**src/rtl/fifo_wr_arbiter.sv**
```systemverilog
// fifo_wr_arbiter: round-robin, burst-limited arbiter for the FIFO write port
// Ports: w_clk/rst (async active-low); req_valid/req_data from producers, req_ready back;
// full_flag from the FIFO; data_in/w_inc to storage and write pointer; grant_id/busy status.
module fifo_wr_arbiter #(
  parameter int NUM_REQ   = 4,
  parameter int DATA_W    = 8,
  parameter int MAX_BURST = 4
) (
  input  logic                      w_clk,
  input  logic                      rst,
  input  logic [NUM_REQ-1:0]        req_valid,
  input  logic [NUM_REQ*DATA_W-1:0] req_data,
  output logic [NUM_REQ-1:0]        req_ready,
  input  logic                      full_flag,
  output logic [DATA_W-1:0]         data_in,
  output logic                      w_inc,
  output logic [1:0]                grant_id,
  output logic                      busy
);
  typedef enum logic {IDLE, OWN} state_t;
  state_t state_q, state_d;
  logic [1:0] grant_q, grant_d, last_q, last_d, pick;
  logic [3:0] cnt_q, cnt_d;
  logic [NUM_REQ-1:0] mask;
  logic g_valid, xfer, rel;
  // scanned from farthest to nearest so the nearest candidate after base wins
  function automatic logic [1:0] rr_pick(input logic [NUM_REQ-1:0] m, input logic [1:0] base);
    rr_pick = base;
    for (int k = NUM_REQ; k >= 1; k--) begin
      logic [1:0] idx;
      idx = 2'((int'(base) + k) % NUM_REQ);
      if (m[idx]) rr_pick = idx;
    end
  endfunction
  assign g_valid = req_valid[grant_q];
  assign xfer    = (state_q == OWN) && g_valid && !full_flag;
  assign rel     = (state_q == OWN) && (!g_valid || (xfer && cnt_q == 4'(MAX_BURST - 1)));
  always_ff @(posedge w_clk or negedge rst) begin
    if (!rst) begin
      state_q <= IDLE;
      grant_q <= '0;
      last_q  <= 2'(NUM_REQ - 1);
      cnt_q   <= '0;
    end else begin
      state_q <= state_d;
      grant_q <= grant_d;
      last_q  <= last_d;
      cnt_q   <= cnt_d;
    end
  end
  // while owning, last_q equals grant_q, so one scan base serves both arbitration points
  always_comb begin
    state_d = state_q;
    grant_d = grant_q;
    last_d  = last_q;
    cnt_d   = cnt_q;
    mask    = req_valid;
    if (state_q == OWN && !g_valid) mask[grant_q] = 1'b0;
    pick = rr_pick(mask, last_q);
    if (state_q == IDLE || rel) begin
      state_d = |mask ? OWN : IDLE;
      grant_d = |mask ? pick : grant_q;
      last_d  = |mask ? pick : last_q;
      cnt_d   = '0;
    end else begin
      cnt_d = cnt_q + 4'(xfer);
    end
  end
  always_comb begin
    req_ready = xfer ? ({{(NUM_REQ-1){1'b0}}, 1'b1} << grant_q) : '0;
    w_inc     = xfer;
    data_in   = (state_q == OWN) ? req_data[grant_q*DATA_W +: DATA_W] : '0;
    grant_id  = grant_q;
    busy      = (state_q == OWN);
  end
endmodule

```
**config.mk**
```make
export PLATFORM = sky130hd
export DESIGN_NAME = fifo_wr_arbiter
export DESIGN_NICKNAME = d
export VERILOG_FILES = /design/src/rtl/fifo_wr_arbiter.sv
export SDC_FILE = /design/constraint.sdc
export NUM_CORES = 1
export LEC_CHECK = 0
export ABC_AREA = 1
export CAP_MARGIN = 15
export CORE_AREA = 5 5 56 58
export CTS_BUF_LIST = sky130_fd_sc_hd__clkbuf_16
export DETAILED_ROUTE_END_ITERATION = 10
export DIE_AREA = 0 0 61 63
export MAX_ROUTING_LAYER = met4
export PLACE_DENSITY = 0.77
export SYNTH_ARGS = -nofsm -noshare
export SYNTH_HDL_FRONTEND = slang
export SYNTH_SLANG_ARGS = --single-unit
```
**constraint.sdc**
```tcl
create_clock -name w_clk -period 2.2 [get_ports w_clk]
set_input_delay 0.22 -clock w_clk [delete_from_list [all_inputs] [get_ports w_clk]]
set_output_delay 0.22 -clock w_clk [all_outputs]
set_load 0.05 [all_outputs]
```
==> results of run 1 <==
-- synth_stat cells --
library cell  instances  area, um^2
clkbuf_1              3       11.26
nand2_2               2       12.51
nor3b_1               1       7.510
dfrtp_1               7       175.2
dfstp_2               2       52.55
nand3_1              20       100.1
buf_1                 1       3.750
a31oi_1               9       56.30
a22oi_1               8       60.06
ha_1                  2       25.02
inv_2                 3       11.26
inv_1                10       37.54
nand3_4               1       17.52
nor2_4                2       22.52
nand3b_1              1       7.510
nor2_1                8       30.03
buf_6                 1       11.26
xnor2_1               1       8.760
nand2_4               1       11.26
nand4_1               1       6.260
o21ai_0               4       20.02
nor2_8                1       20.02
buf_2                 1       5.000
a22oi_2               1       12.51
a21oi_1               2       10.01
nand3_2               1       10.01
xor2_1                1       8.760
nor3_2                2       20.02
nand2_1              31       116.4
-- logic make-up after synthesis --
logic type,count (synthesis),synth area share
and+or+nand+nor,72,0.4284
buffers and inverters,19,0.08988
adders and majority gates,2,0.02809
AOI/OAI and AO/OA,24,0.1784
DFF,9,0.2556
xor gates and xnor gates,2,0.01967
-- layer usage --
metal  vias to the layer above  GRT usage  part of all wire
met4                         0    0.06775             0.020
met5                         -          -                 0
met1                       510     0.2008              0.39
met3                         7    0.02686             0.096
li1                        569          -                 -
met2                        64     0.2888              0.49
-- flip-flops by register name, indices dropped and copies added, names as in the netlist --
register and cells:
cnt_q 4, grant_id 2, last_q 2, busy 1
-- worst paths after layout --
check,end,slack [ns],from
min reg2reg,last_q[1],0.49,last_q[1]
max in group asynchronous,last_q[0],1.61,rst
min,grant_id[1],0.28,rst
max,req_ready[0],0.11,grant_id[1]
max reg2reg,cnt_q[2],0.28,grant_id[1]
min in group w_clk,last_q[1],0.49,last_q[1]
-- metrics by stage --
step / worst slack [ns] / instance area [um^2]
global route: 0.003982 / 1810
CTS: 0.01999 / 1770
global placement: 0.2253 / 1667
floorplan: -0.1007 / 982.2
finish: 0.1059 / 1810
detailed placement: 0.1733 / 1667
-- power groups by stage --
stage | clock [mW] | combinational (mW) | sequential [mW]
CTS | 0.323 | 2.23 | 0.346
global route | 0.326 | 2.45 | 0.348
detailed placement | 0 | 2.15 | 0.365
floorplan | 0 | 1.35 | 0.344
global placement | 0 | 2.08 | 0.358
finish | 0.314 | 2.30 | 0.338
-- what timing repair did --
item | 4_1_cts | 5_1_grt
gates resized for setup | 1 | 2
gates cloned | 0 | 0
pin swaps | 1 | 2
endpoints found under the setup margin | 2 | 2
setup buffers | 3 | 5
-- layout make-up --
cell class | instances | area [um^2] | share of cell area
clock buffer | 3 | 75.07 | 0.04147
clock inverter | 1 | 3.754 | 0.002073
inverter | 13 | 53.80 | 0.02972
multi-input combinational | 100 | 663.1 | 0.3663
sequential | 9 | 232.7 | 0.1285
tap | 31 | 38.79 | 0.02142
timing repair buffer | 64 | 743.2 | 0.4105
==> run summary, run 1 <==
Status: complete, no violations
Remaining routing DRC violations: 0
Max Buffers Root-to-Sink: 2
Slowest-stage cell, CP: dfrtp_4
Max incr delay on CP: 0.55 ns
CP endpoint kind: primary output
Hold_buf cts: 0
CP arrival: 1.87 ns
Area growth syn-to-layout: 103.2%
Sequential Power Share: 0.115
Ports: 55
Levels on crit path: 8
Critical Path RT: 1.98 ns
FILL cells: 205
Pwr dens: 1629 mW/mm^2
Diodes inserted: 0
Fin. max-slew vios: 0
Layout cells sized above 1: 0.2947
Initial antenna violation count: 0
DR iter-0 viols: 82
Clock Sinks: 9
Placed Cells: 209
Sw Ratio: 0.5048
Gr usage total: 0.1726
Initial Util: 0.3407
P_sw: 1.489 mW
Crit start category: register
Post-route insts no fill: 221
CTS H-tree depth: 1
Site Rows: 19
Grt total ovfl: 0
Hold WC Path Type: in -> async
YS warnings: 0
Max-Cap Viols: 0
Time the worst path needs with I/O delays and setup: 2.094 ns
Synth unique cells: 29
Worst slew pin tran: 0.4947 ns
Hold slack: 0.2756 ns
Rel. slew slack: 0.6692
Via density: 5.204
Most frequent cells in the layout: clkdlybuf4s50_1 (40), nand2_1 (30), nand3_1 (20), buf_12 (13)
Clock skew: 0.001618 ns
Post-Syn Nets: 169
RSZ-0062 raised after global routing: no
Die Y: 63 um
Final WL: 3293 um
Clk root buf: clkbuf_16
PnR Total Power: 2.949 mW
TritonCTS clock tree: done
VDD IR max: 1.256 mV
FMAX: 477.5 MHz
GP Congestion: 0.8432
Cell Int Power: 1.460 mW
Largest net degree at the start of global routing: 17
Die area: 0.003843 mm^2
Vias in the first global route: 1103
Leakage power: 0.7767 nW
Final setup vio count: 0
Post-layout nets: 232
TritonRoute pass-1 iters: 4
Worst-case reg-to-reg path depth: 9
Final hold vios: 0
Syn avg cell area: 6.960 um^2
Final period util: 0.9519
Total number of vias: 1150
Clock Latency Late Sink: 0.23 ns
ANT nets after route: 0
Die W: 61 um
CP Cell Sequence: nor2_4 > a22oi_2 > nand2_2 > nand2_2 > nor2_4 > inv_4 > nor3_4 > buf_12
Global-route wire length before repair: 4974 um
Post-DP HPWL: 2713 um
I/O Buffers: 54
Clock Power Share: 0.106
Gate power share: 0.779
Synth Instances: 128
Crit path max fanout: 9
Clock transition at the registers of the reported paths: 0.04 ns
Syn Std Cell Area: 890.9 um^2
Routed len/inst: 14.90 um
CP top delay family: simple AND/OR/NAND/NOR gates
Most common cell after layout, fill and taps aside: clkdlybuf4s50_1
Setup TNS Final: 0 ns
Register area share after synthesis: 0.2556
CP Class: reg -> out
Post-layout util: 0.6923
Worst Path Buf+Inv: 2
Num CTS Buffers: 3
Yosys reg bits: 9
Placeable Area: 0.002615 mm^2
Power figures use the tool's default switching activity.
==> run 2, diff against run 1 <==
--- a/config.mk
+++ b/config.mk
@@ -9,6 +9,7 @@
 export CAP_MARGIN = 15
 export CORE_AREA = 5 5 56 58
 export CTS_BUF_LIST = sky130_fd_sc_hd__clkbuf_16
+export CTS_CLUSTER_DIAMETER = 50
 export DETAILED_ROUTE_END_ITERATION = 10
 export DIE_AREA = 0 0 61 63
 export MAX_ROUTING_LAYER = met4
==> results of run 2 <==
Same layout as run 1: the final DEF is identical, and so are final timing and power.
==> run 3, diff against run 2 <==
==> config.mk (replaced) <==
export PLATFORM = sky130hd
export DESIGN_NAME = fifo_wr_arbiter
export DESIGN_NICKNAME = d
export VERILOG_FILES = /design/src/rtl/fifo_wr_arbiter.sv
export SDC_FILE = /design/constraint.sdc
export NUM_CORES = 1
export LEC_CHECK = 0
export CAP_MARGIN = 15
export CORE_AREA = 5 5 55 57
export CTS_BUF_LIST = sky130_fd_sc_hd__clkbuf_16
export CTS_CLUSTER_DIAMETER = 50
export DETAILED_ROUTE_END_ITERATION = 10
export DIE_AREA = 0 0 60 62
export MAX_ROUTING_LAYER = met4
export PLACE_DENSITY = 0.78
export SYNTH_ARGS = -nofsm -noshare
export SYNTH_HDL_FRONTEND = slang
export SYNTH_SLANG_ARGS = --single-unit
==> run 3 against run 2 <==
Maximum frequency is 2.9% higher. Synthesized cell count down 38%. Sequential share of layout area up 1.4 points. Via count decreased by 20%. Die area down 3.2%. Global-route usage decreased by 2.0 points. Largest power group unchanged. Highest routed layer unchanged.
==> run summary, run 3 <==
Final WL: 2654 um
DR WL met2: 1119 um
Post-Syn Nets: 121
I/O Buffers: 54
Worst R2R Setup Slack: 0.40 ns
Hold slack: 0.2816 ns
Pwr dens: 1275 mW/mm^2
Leakage power: 0.6696 nW
Post-synth top cells: and2_1 (10), mux4_2 (8), dfrtp_1 (7), nor2_1 (7), nand2_1 (5)
Critical Path RT: 1.98 ns
Time the worst path needs with I/O delays and setup: 2.035 ns
Ys flop type: dfrtp_1
Syn avg cell area: 10.73 um^2
Syn Std Cell Area: 858.3 um^2
Crit Reg-Reg Startpoint: grant_id[1]
Most common cell after layout, fill and taps aside: clkdlybuf4s50_1
Design Area, Final: 0.001598 mm^2
Clock transition at the registers of the reported paths: 0.04 ns
Most numerous cell in the Yosys netlist: and2_1
Num CTS Buffers: 3
Final worst slack: 0.1646 ns
TritonCTS clock tree: done
Via density: 5.331
Post-layout nets: 184
Number of enable flip-flop cells after synthesis: 0
GP Congestion: 0.8138
Post-synth top area share: 0.2099
Ports: 55
Clock Sinks: 9
Yosys reg bits: 9
Worst path most repeated cell: buf_4
Placed Area: 0.001519 mm^2
Max Buffers Root-to-Sink: 2
Die Y: 62 um
Die W: 60 um
CP Cell Sequence: buf_4 > mux4_2 > and2_1 > buf_4
CP endpoint kind: primary output
Asr flop ratio synth: 1.000
Setup TNS Final: 0 ns
FILL cells: 205
CP arrival: 1.82 ns
Total number of vias: 917
Clock Latency Late Sink: 0.23 ns
Hold_buf cts: 0
WL met1: 1085 um
Routed len/inst: 15.43 um
PnR Total Power: 2.037 mW
CP top delay family: multiplexers
Crit path from: grant_id[0]
Clk root buf: clkbuf_16
Fin. max-slew vios: 0
Status: complete, no violations
Vias in the first global route: 952
Initial antenna violation count: 0
Levels on crit path: 4
Remaining routing DRC violations: 0
CTS H-tree depth: 1
DR iter-0 viols: 37
Rel. slew slack: 0.6715
Post-DP HPWL: 2220 um
Worst-case reg-to-reg path depth: 7
Synth Instances: 80
Final period util: 0.9252
Register area share after synthesis: 0.2653
Pre-CTS WS: 0.1646 ns
Final hold vios: 0
ANT nets after route: 0
Top Layer Used: met4
Max incr delay on CP: 0.51 ns
Crit start category: register
Synth unique cells: 34
Max reg flops: 4
Leading post-synthesis cells by cell area: mux4_2 (21%), dfrtp_1 (20%), and2_1 (7.3%)
Slowest-stage cell, CP: mux4_2
Max-Cap Viols: 0
FMAX: 491.3 MHz
VDD IR max: 1.028 mV
Clock skew: 0.0005281 ns
Initial Util: 0.3529
Cell taking the most area after synthesis: mux4_2
Area growth syn-to-layout: 86.15%
Largest Register: cnt_q
Placeable Area: 0.002432 mm^2
YS warnings: 0
RSZ-0062 raised after global routing: no
Layout cells sized above 1: 0.2958
Post-CTS Setup Inserts: 0
Worst Path Buf+Inv: 2
Diodes inserted: 0
Largest net degree at the start of global routing: 13
Die area: 0.003720 mm^2
Global-route wire length before repair: 4153 um
Final setup vio count: 0
Hold WC Path Type: in -> async
Site Rows: 18
Post-CTS resize count: 0
TritonRoute pass-1 iters: 4
Gr usage total: 0.1528
Worst slew pin tran: 0.4913 ns
Grt total ovfl: 0
WL met3: 415 um
CP Class: reg -> out
Most frequent cells in the layout: clkdlybuf4s50_1 (40), buf_4 (16), and2_1 (10), mux4_2 (8), dfrtp_1 (7)
Crit path max fanout: 9
run 3: cell types whose count changed after synthesis, sizes merged, moves of 3 or more:
| cell | delta |
|---|---|
| nand2 | -29 |
| and2 | +10 |
| a22oi | -8 |
| clkbuf | -3 |
| nand3 | -21 |
| inv | -10 |
| a21o | +4 |
| nor4 | +3 |
| a31oi | -8 |
| nor2 | -4 |
| mux4 | +8 |
run 3: stage by stage:
stage,instances,util
after floorplan,80,-
after global placement,168,0.6245
after detailed placement,168,0.6245
after CTS,172,0.6569
after global routing,172,0.6569
final,172,0.6569
run 3: cell type report:
cell class                      count  area (um^2)  share of cell area
Clock inverter                      1        3.754            0.002349
Inverter                            3        11.26            0.007048
Multi-Input combinational cell     65        621.8              0.3892
Tap cell                           30        37.54             0.02349
Timing Repair Buffer               61        620.6              0.3884
Clock buffer                        3        75.07             0.04699
Sequential cell                     9        227.7              0.1425
run 3: cell families after synthesis:
logic type | share of synthesized area
simple gates | 0.2420
compound gates | 0.1531
mux | 0.2566
flops | 0.2653
buf+inv | 0.03353
xor+xnor | 0.02041
fa+ha+maj | 0.02915
run 3: power breakdown:
part | switching, mW | internal [mW]
Sequential | 0.0820 | 0.234
Combinational | 0.764 | 0.641
Clock | 0.0779 | 0.237
run 3: final timing paths:
kind | end
setup / recovery | data_in[1]
hold / removal | grant_id[1]
setup reg to reg | cnt_q[2]
hold reg to reg | last_q[0]
max in group asynchronous | last_q[0]
min in group w_clk | last_q[0]
run 3: layer usage:
metal / global-route usage / vias to the layer above
li1: - / 427
met3: 0.04959 / 3
met4: 0.05696 / 0
met5: - / -
met2: 0.2531 / 51
met1: 0.1722 / 436
